### config.mk
export PLATFORM = sky130hd
export DESIGN_NAME = adc_measurement_sequencer
export DESIGN_NICKNAME = d
export VERILOG_FILES = /design/src/rtl/adc_seq_pkg.sv /design/src/rtl/adc_seq_timer.sv /design/src/rtl/adc_measurement_sequencer.sv
export SDC_FILE = /design/constraint.sdc
export NUM_CORES = 1
export LEC_CHECK = 0
export CAP_MARGIN = 20
export CORE_MARGIN = 3
export CORE_UTILIZATION = 55
export CTS_CLUSTER_DIAMETER = 200
export DETAILED_ROUTE_END_ITERATION = 10
export PLACE_DENSITY = 0.85
export RECOVER_POWER = 25
export SLEW_MARGIN = 15
export SYNTH_ARGS = -nofsm -noshare
export SYNTH_HDL_FRONTEND = slang
export SYNTH_SLANG_ARGS = --single-unit
### constraint.sdc
create_clock -name clk -period 4.7 [get_ports clk]
set_input_delay 0.47 -clock clk [delete_from_list [all_inputs] [get_ports clk]]
set_output_delay 0.47 -clock clk [all_outputs]
set_load 0.01 [all_outputs]
### src/rtl/adc_seq_pkg.sv
// Shared types and sizing for the ADC measurement sequencer.
// Optional build macro: ADC_SEQ_AVERAGING_EN (multi-sample averaging).
package adc_seq_pkg;

  typedef enum logic [2:0] {
    IDLE,
    SETTLE,
    READ,
    WAIT_CC_LOW,
    DONE
  } seq_state_e;

  localparam int unsigned SAMPLE_CNT_W     = 4;
  localparam int unsigned MAX_LOG2_SAMPLES = 3;

  // Accumulator holds up to 8 full-scale samples without overflow.
  function automatic int unsigned acc_width(input int unsigned adc_width);
    return adc_width + MAX_LOG2_SAMPLES;
  endfunction

endpackage

### src/rtl/adc_seq_timer.sv
// Loadable down-counter with zero flag, shared by settle and timeout phases.
module adc_seq_timer #(
  parameter int unsigned WIDTH = 14
) (
  input  logic             clk,
  input  logic             rst,
  input  logic             load,
  input  logic [WIDTH-1:0] load_value,
  input  logic             dec,
  output logic             zero_c
);

  logic [WIDTH-1:0] cnt_q;

  // Load has priority; decrement saturates at zero.
  always_ff @(posedge clk) begin
    if (rst) begin
      cnt_q <= '0;
    end else if (load) begin
      cnt_q <= load_value;
    end else if (dec && (cnt_q != '0)) begin
      cnt_q <= cnt_q - WIDTH'(1);
    end
  end

  assign zero_c = (cnt_q == '0);

endmodule

### src/rtl/adc_measurement_sequencer.sv
// Command-driven sensor/ADC power-up, settle, conversion and result return.
// Optional build macro: ADC_SEQ_AVERAGING_EN (1..8 samples averaged);
// without it exactly one sample is taken and returned unshifted.
module adc_measurement_sequencer
  import adc_seq_pkg::*;
#(
  parameter int unsigned SETTLE_TICKS  = 136,
  parameter int unsigned TIMEOUT_TICKS = 13560,
  parameter int unsigned ADC_WIDTH     = 16
) (
  input  logic                 clk,
  input  logic                 rst,
  input  logic                 abort,
  input  logic                 cmd_valid,
  output logic                 cmd_ready,
  input  logic [2:0]           cmd_sens_config,
  input  logic [1:0]           cmd_log2_samples,
  input  logic                 cmd_keep_powered,
  output logic                 rsp_valid,
  input  logic                 rsp_ready,
  output logic [ADC_WIDTH-1:0] rsp_value,
  output logic                 rsp_timeout,
  output logic [2:0]           sens_config,
  output logic                 sens_enable,
  output logic                 sens_read,
  output logic                 adc_enable,
  output logic                 adc_read,
  input  logic                 adc_conversion_complete,
  input  logic [ADC_WIDTH-1:0] adc_value
);

  localparam int unsigned MAX_TICKS = (SETTLE_TICKS > TIMEOUT_TICKS) ? SETTLE_TICKS : TIMEOUT_TICKS;
  localparam int unsigned TMR_W     = (MAX_TICKS > 2) ? $clog2(MAX_TICKS) : 1;

  seq_state_e              state_q, state_d;
  logic                    clear_c;
  logic                    enable_q, enable_d;
  logic                    read_q, read_d;
  logic                    powered_q, powered_d;
  logic                    keep_q, keep_d;
  logic [SAMPLE_CNT_W-1:0] sample_cnt_q, sample_cnt_d, samples_c;
  logic                    cmd_ready_d, rsp_valid_d, rsp_timeout_d;
  logic [ADC_WIDTH-1:0]    rsp_value_d, result_c;
  logic [2:0]              sens_config_d;
  logic                    tmr_load, tmr_dec, tmr_zero_c;
  logic [TMR_W-1:0]        tmr_load_value;

  assign clear_c = rst || abort;

`ifdef ADC_SEQ_AVERAGING_EN
  localparam int unsigned ACC_W = acc_width(ADC_WIDTH);
  logic [ACC_W-1:0] acc_q, acc_d, acc_add_c;
  logic [1:0]       log2_q;

  // Sample count for this command is latched at accept.
  always_ff @(posedge clk) begin
    if (clear_c) begin
      log2_q <= '0;
    end else if ((state_q == IDLE) && cmd_valid) begin
      log2_q <= cmd_log2_samples;
    end
  end

  assign samples_c = SAMPLE_CNT_W'(1) << cmd_log2_samples;
  assign acc_add_c = acc_q + ACC_W'(adc_value);
  assign result_c  = ADC_WIDTH'(acc_q >> log2_q);
`else
  logic [ADC_WIDTH-1:0] acc_q, acc_d, acc_add_c;
  logic                 unused_log2;

  assign unused_log2 = ^cmd_log2_samples;
  assign samples_c   = SAMPLE_CNT_W'(1);
  assign acc_add_c   = adc_value;
  assign result_c    = acc_q;
`endif

  adc_seq_timer #(
    .WIDTH (TMR_W)
  ) u_timer (
    .clk        (clk),
    .rst        (clear_c),
    .load       (tmr_load),
    .load_value (tmr_load_value),
    .dec        (tmr_dec),
    .zero_c     (tmr_zero_c)
  );

  // State and registered outputs; reset and abort both return to idle.
  always_ff @(posedge clk) begin
    if (clear_c) begin
      state_q      <= IDLE;
      cmd_ready    <= 1'b1;
      rsp_valid    <= 1'b0;
      rsp_value    <= '0;
      rsp_timeout  <= 1'b0;
      sens_config  <= '0;
      enable_q     <= 1'b0;
      read_q       <= 1'b0;
      powered_q    <= 1'b0;
      keep_q       <= 1'b0;
      sample_cnt_q <= '0;
      acc_q        <= '0;
    end else begin
      state_q      <= state_d;
      cmd_ready    <= cmd_ready_d;
      rsp_valid    <= rsp_valid_d;
      rsp_value    <= rsp_value_d;
      rsp_timeout  <= rsp_timeout_d;
      sens_config  <= sens_config_d;
      enable_q     <= enable_d;
      read_q       <= read_d;
      powered_q    <= powered_d;
      keep_q       <= keep_d;
      sample_cnt_q <= sample_cnt_d;
      acc_q        <= acc_d;
    end
  end

  // Next-state and next-output decode; everything holds unless changed.
  always_comb begin
    state_d        = state_q;
    cmd_ready_d    = cmd_ready;
    rsp_valid_d    = rsp_valid;
    rsp_value_d    = rsp_value;
    rsp_timeout_d  = rsp_timeout;
    sens_config_d  = sens_config;
    enable_d       = enable_q;
    read_d         = read_q;
    powered_d      = powered_q;
    keep_d         = keep_q;
    sample_cnt_d   = sample_cnt_q;
    acc_d          = acc_q;
    tmr_load       = 1'b0;
    tmr_load_value = '0;
    tmr_dec        = 1'b0;

    unique case (state_q)
      IDLE: begin
        if (cmd_valid) begin
          cmd_ready_d   = 1'b0;
          sens_config_d = cmd_sens_config;
          keep_d        = cmd_keep_powered;
          enable_d      = 1'b1;
          powered_d     = 1'b1;
          sample_cnt_d  = samples_c;
          acc_d         = '0;
          rsp_value_d   = '0;
          rsp_timeout_d = 1'b0;
          tmr_load      = 1'b1;
          // Already powered with the same configuration: sensor is settled.
          if (powered_q && (cmd_sens_config == sens_config)) begin
            state_d        = READ;
            read_d         = 1'b1;
            tmr_load_value = TMR_W'(TIMEOUT_TICKS - 1);
          end else begin
            state_d        = SETTLE;
            tmr_load_value = TMR_W'(SETTLE_TICKS - 1);
          end
        end
      end
      SETTLE: begin
        if (tmr_zero_c) begin
          state_d        = READ;
          read_d         = 1'b1;
          tmr_load       = 1'b1;
          tmr_load_value = TMR_W'(TIMEOUT_TICKS - 1);
        end else begin
          tmr_dec = 1'b1;
        end
      end
      READ: begin
        if (adc_conversion_complete) begin
          acc_d   = acc_add_c;
          read_d  = 1'b0;
          state_d = WAIT_CC_LOW;
        end else if (tmr_zero_c) begin
          // A timeout always powers the sensor down.
          read_d        = 1'b0;
          enable_d      = 1'b0;
          powered_d     = 1'b0;
          rsp_valid_d   = 1'b1;
          rsp_value_d   = '0;
          rsp_timeout_d = 1'b1;
          state_d       = DONE;
        end else begin
          tmr_dec = 1'b1;
        end
      end
      WAIT_CC_LOW: begin
        if (!adc_conversion_complete) begin
          if (sample_cnt_q == SAMPLE_CNT_W'(1)) begin
            rsp_valid_d = 1'b1;
            rsp_value_d = result_c;
            if (!keep_q) begin
              enable_d  = 1'b0;
              powered_d = 1'b0;
            end
            state_d = DONE;
          end else begin
            sample_cnt_d   = sample_cnt_q - SAMPLE_CNT_W'(1);
            read_d         = 1'b1;
            tmr_load       = 1'b1;
            tmr_load_value = TMR_W'(TIMEOUT_TICKS - 1);
            state_d        = READ;
          end
        end
      end
      DONE: begin
        if (rsp_ready) begin
          rsp_valid_d   = 1'b0;
          rsp_value_d   = '0;
          rsp_timeout_d = 1'b0;
          cmd_ready_d   = 1'b1;
          state_d       = IDLE;
        end
      end
      default: begin
        state_d = IDLE;
      end
    endcase
  end

  assign sens_enable = enable_q;
  assign adc_enable  = enable_q;
  assign sens_read   = read_q;
  assign adc_read    = read_q;

endmodule

==> impl_metrics.tcl <==
set metrics [dict create \
    outcome "complete, no violations" \
    seqPwrFrac_pct 43.5 \
    cp-end-kind "flop" \
    gp_congestion 0.8203 \
    sw_frac_of_total_pct 25.77 \
    antennaDiodeCount 0 \
    route.detailed.drc 0 \
    synth.avg_cell_area_sq_um 8.661 \
    synth.ff_latch_count 62 \
    die_area_sq_um 5739 \
    cts_buffer_depth 2 \
    crit_required_ns 4.89 \
    synth.yosys.seq_area_share_pct 46.38 \
    drt-total-wl_um 6364 \
    p_per_area_nw_per_um2 370.4 \
    track_usage_pct 23.43 \
    io_pins 54 \
    power.internal_mw 0.9432 \
    critPathArrivalTime_ns 3.11 \
    ant_nets 0 \
    via_per_inst 5.795 \
    synth.distinct_cells 51 \
    critPathMaxFanout 10 \
    finalCriticalPeriod_ns 2.916 \
    skew_ns 0.008679 \
    core.rowCount 24 \
    tritoncts "yes" \
    fmax_mhz 342.9 \
    grt_pass1_wl_um 10160 \
    antenna_found_initial 0 \
    grt-ovfl-total 0 \
    slew_headroom_pct 39.95 \
    post_cts_buffers 0 \
    fillCellCount 333 \
    ctsHoldBuffers 0 \
    clock_latency_ns 0.33 \
    synthCells 309 \
    drv_cap 0 \
    grt_pass1_vias 2228 \
    post_synth_main_area_contributors "dfxtp_1 (46%), a21oi_1 (6.0%), a22o_1 (5.2%)" \
    die_x_um 75.76 \
    clockPowerShare_pct 41.3 \
    finalPower_mw 1.271 \
    hold_slack_ns 0.4497 \
    fp.dieH_um 75.76 \
    netlist_area_sq_um 2676 \
    p_leak_nw 1.287 \
    worstMarginPinSlew_ns 0.9002 \
    synth_top_flop_cell "dfxtp_1" \
    start_util_pct 59.02 \
    drv_slew 0 \
    start_kind "flop" \
    rrSetupSlack_ns 1.78 \
    drive_gt1_share_pct 6.964 \
    worst_slack_ns 1.784 \
    r2r_start "u_timer.cnt_q[0]" \
    synth-async-reset-ratio_pct 0 \
    cts_made_buffers 9 \
    ir_drop_mv 0.2673 \
    hpwl_um 4247 \
    clk_pin_slew_ns 0.07 \
    worst_r2r_endpoint "state_q[0]" \
    hold_class "flop to flop" \
    reg2regPathDepth 8 \
    timing.final.crit_share_pct 62.05 \
    yosys_warnings 0 \
    crit_start "u_timer.cnt_q[0]" \
    wl_per_cell_um 15.01 \
    port-buffer-count 51 \
    synth_top_area_cell "dfxtp_1" \
    synth-edff-count 0 \
    nNetsFinal 386 \
    synth_most_common_cell "dfxtp_1" \
    syn_to_final_growth_pct 28.19 \
    pwr-share-comb_pct 15.2 \
    cts-root-buf "clkbuf_8" \
    setup_viol 0 \
    crit_type "flop to flop" \
    core-area_sq_um 4534 \
    dp_slack_ns 1.539 \
    multi_input_area_sq_um 1319 \
    initialDrtViolationCount 166 \
    synth_top_area_share_pct 46.38 \
    endpoint "state_q[0]" \
    switchingPower_mw 0.3275 \
    num_vias 2457 \
    synth_common_cells "dfxtp_1 (62), nand2_1 (35), a21oi_1 (32), nor2_1 (30), nand3_1 (21)" \
    seq_area_sq_um 1241 \
    htreeDepth 3 \
    synth_fp_nets 340 \
    post_cts_resize_count 0 \
    hold_viol 0 \
    fin_tns_setup_ns 0 \
    drtPass1Iterations 5 \
    clock_sinks 62 \
    grt_setup_unrepaired "no" \
    grt_start_max_net_pins 35 \
]
## critical path: stages (launching register included)
cell and delay [ns]:
dfxtp_1 0.33, inv_1 0.08, ha_1 0.19, or4b_1 0.54, or4_1 0.70, a211oi_4 0.29, and3_1 0.42, or2_1 0.16
a21oi_1 0.05
## state kept, by name, indices dropped and copies added, names as in the netlist, 3 cells and up
register       count
acc_q             16
rsp_value         16
u_timer.cnt_q     14
sample_cnt_q       4
sens_config        3
state_q            3
## how the worst min path moves through the flow
stage / startpoint / endpoint / slack, ns / cells after the start
finish: acc_q[15] / acc_q[15] / 0.45 / 2
global route: acc_q[12] / acc_q[12] / 0.47 / 2
CTS: acc_q[12] / acc_q[12] / 0.45 / 2
detailed placement: acc_q[12] / acc_q[12] / 0.44 / 2
global placement: acc_q[0] / acc_q[0] / 0.44 / 2
floorplan: acc_q[0] / acc_q[0] / 0.43 / 2
## area by class of cell
cell class | count | area share (%)
Clock buffer | 12 | 4.522
Clock inverter | 3 | 1.969
Inverter | 9 | 0.9847
Multi-Input combinational cell | 219 | 38.44
Sequential cell | 62 | 36.18
Tap cell | 65 | 2.371
Timing Repair Buffer | 54 | 15.54
## layer usage
layer,part of all wire (%),global-route usage [%],routed length [um]
met4,1.8,11.26,113
met3,4.9,5.013,314
met1,46,32.02,2956
met5,0,0,0
met2,47,35.08,2980
## metrics by stage
step	area (sq um)	cells	utilization (%)
6_report	3431	424	75.66
5_1_grt	3431	424	75.66
4_1_cts	3431	424	75.66
3_5_place_dp	3208	409	70.75
3_3_place_gp	3208	409	70.75
2_1_floorplan	2676	309	-
## placed cells by master, fill, tap and decap left out, drive strengths merged, types with 3 or more instances in the layout
master	netlist	final
a211oi	5	5
a21oi	32	32
a22o	16	16
buf	7	3
clkbuf	12	12
clkdlybuf4s50	0	33
dfxtp	62	62
dlygate4sd3	0	18
ha	3	3
inv	9	9
mux2i	4	4
nand2	35	35
nand3	21	21
nor2	30	30
nor3	7	7
nor4	4	4
o21ai	9	9
o22ai	4	4
or2	4	4
xnor2	4	4
xor2	8	8
## power groups by stage
stage	Combinational (mW)	Sequential, mW	Clock (mW)
after detailed placement	0.188	0.564	0
final	0.193	0.553	0.525
after floorplan	0.138	0.560	0
after global placement	0.185	0.563	0
after global routing	0.211	0.555	0.555
after CTS	0.191	0.553	0.530
## cell families (layout without fill, tap and decap cells)
kind of cell	count (synthesis)	in the layout	share of synthesized area (%)
buffers and inverters	28	78	4.581
XOR/XNOR	12	12	3.927
multiplexers	4	4	1.496
adder cells (fa/ha/maj)	3	3	1.403
AND/OR/NAND/NOR	120	120	21.74
AO/OA/AOI/OAI	80	80	20.48
flip-flops	62	62	46.38
(Power assumes the default switching activity.)
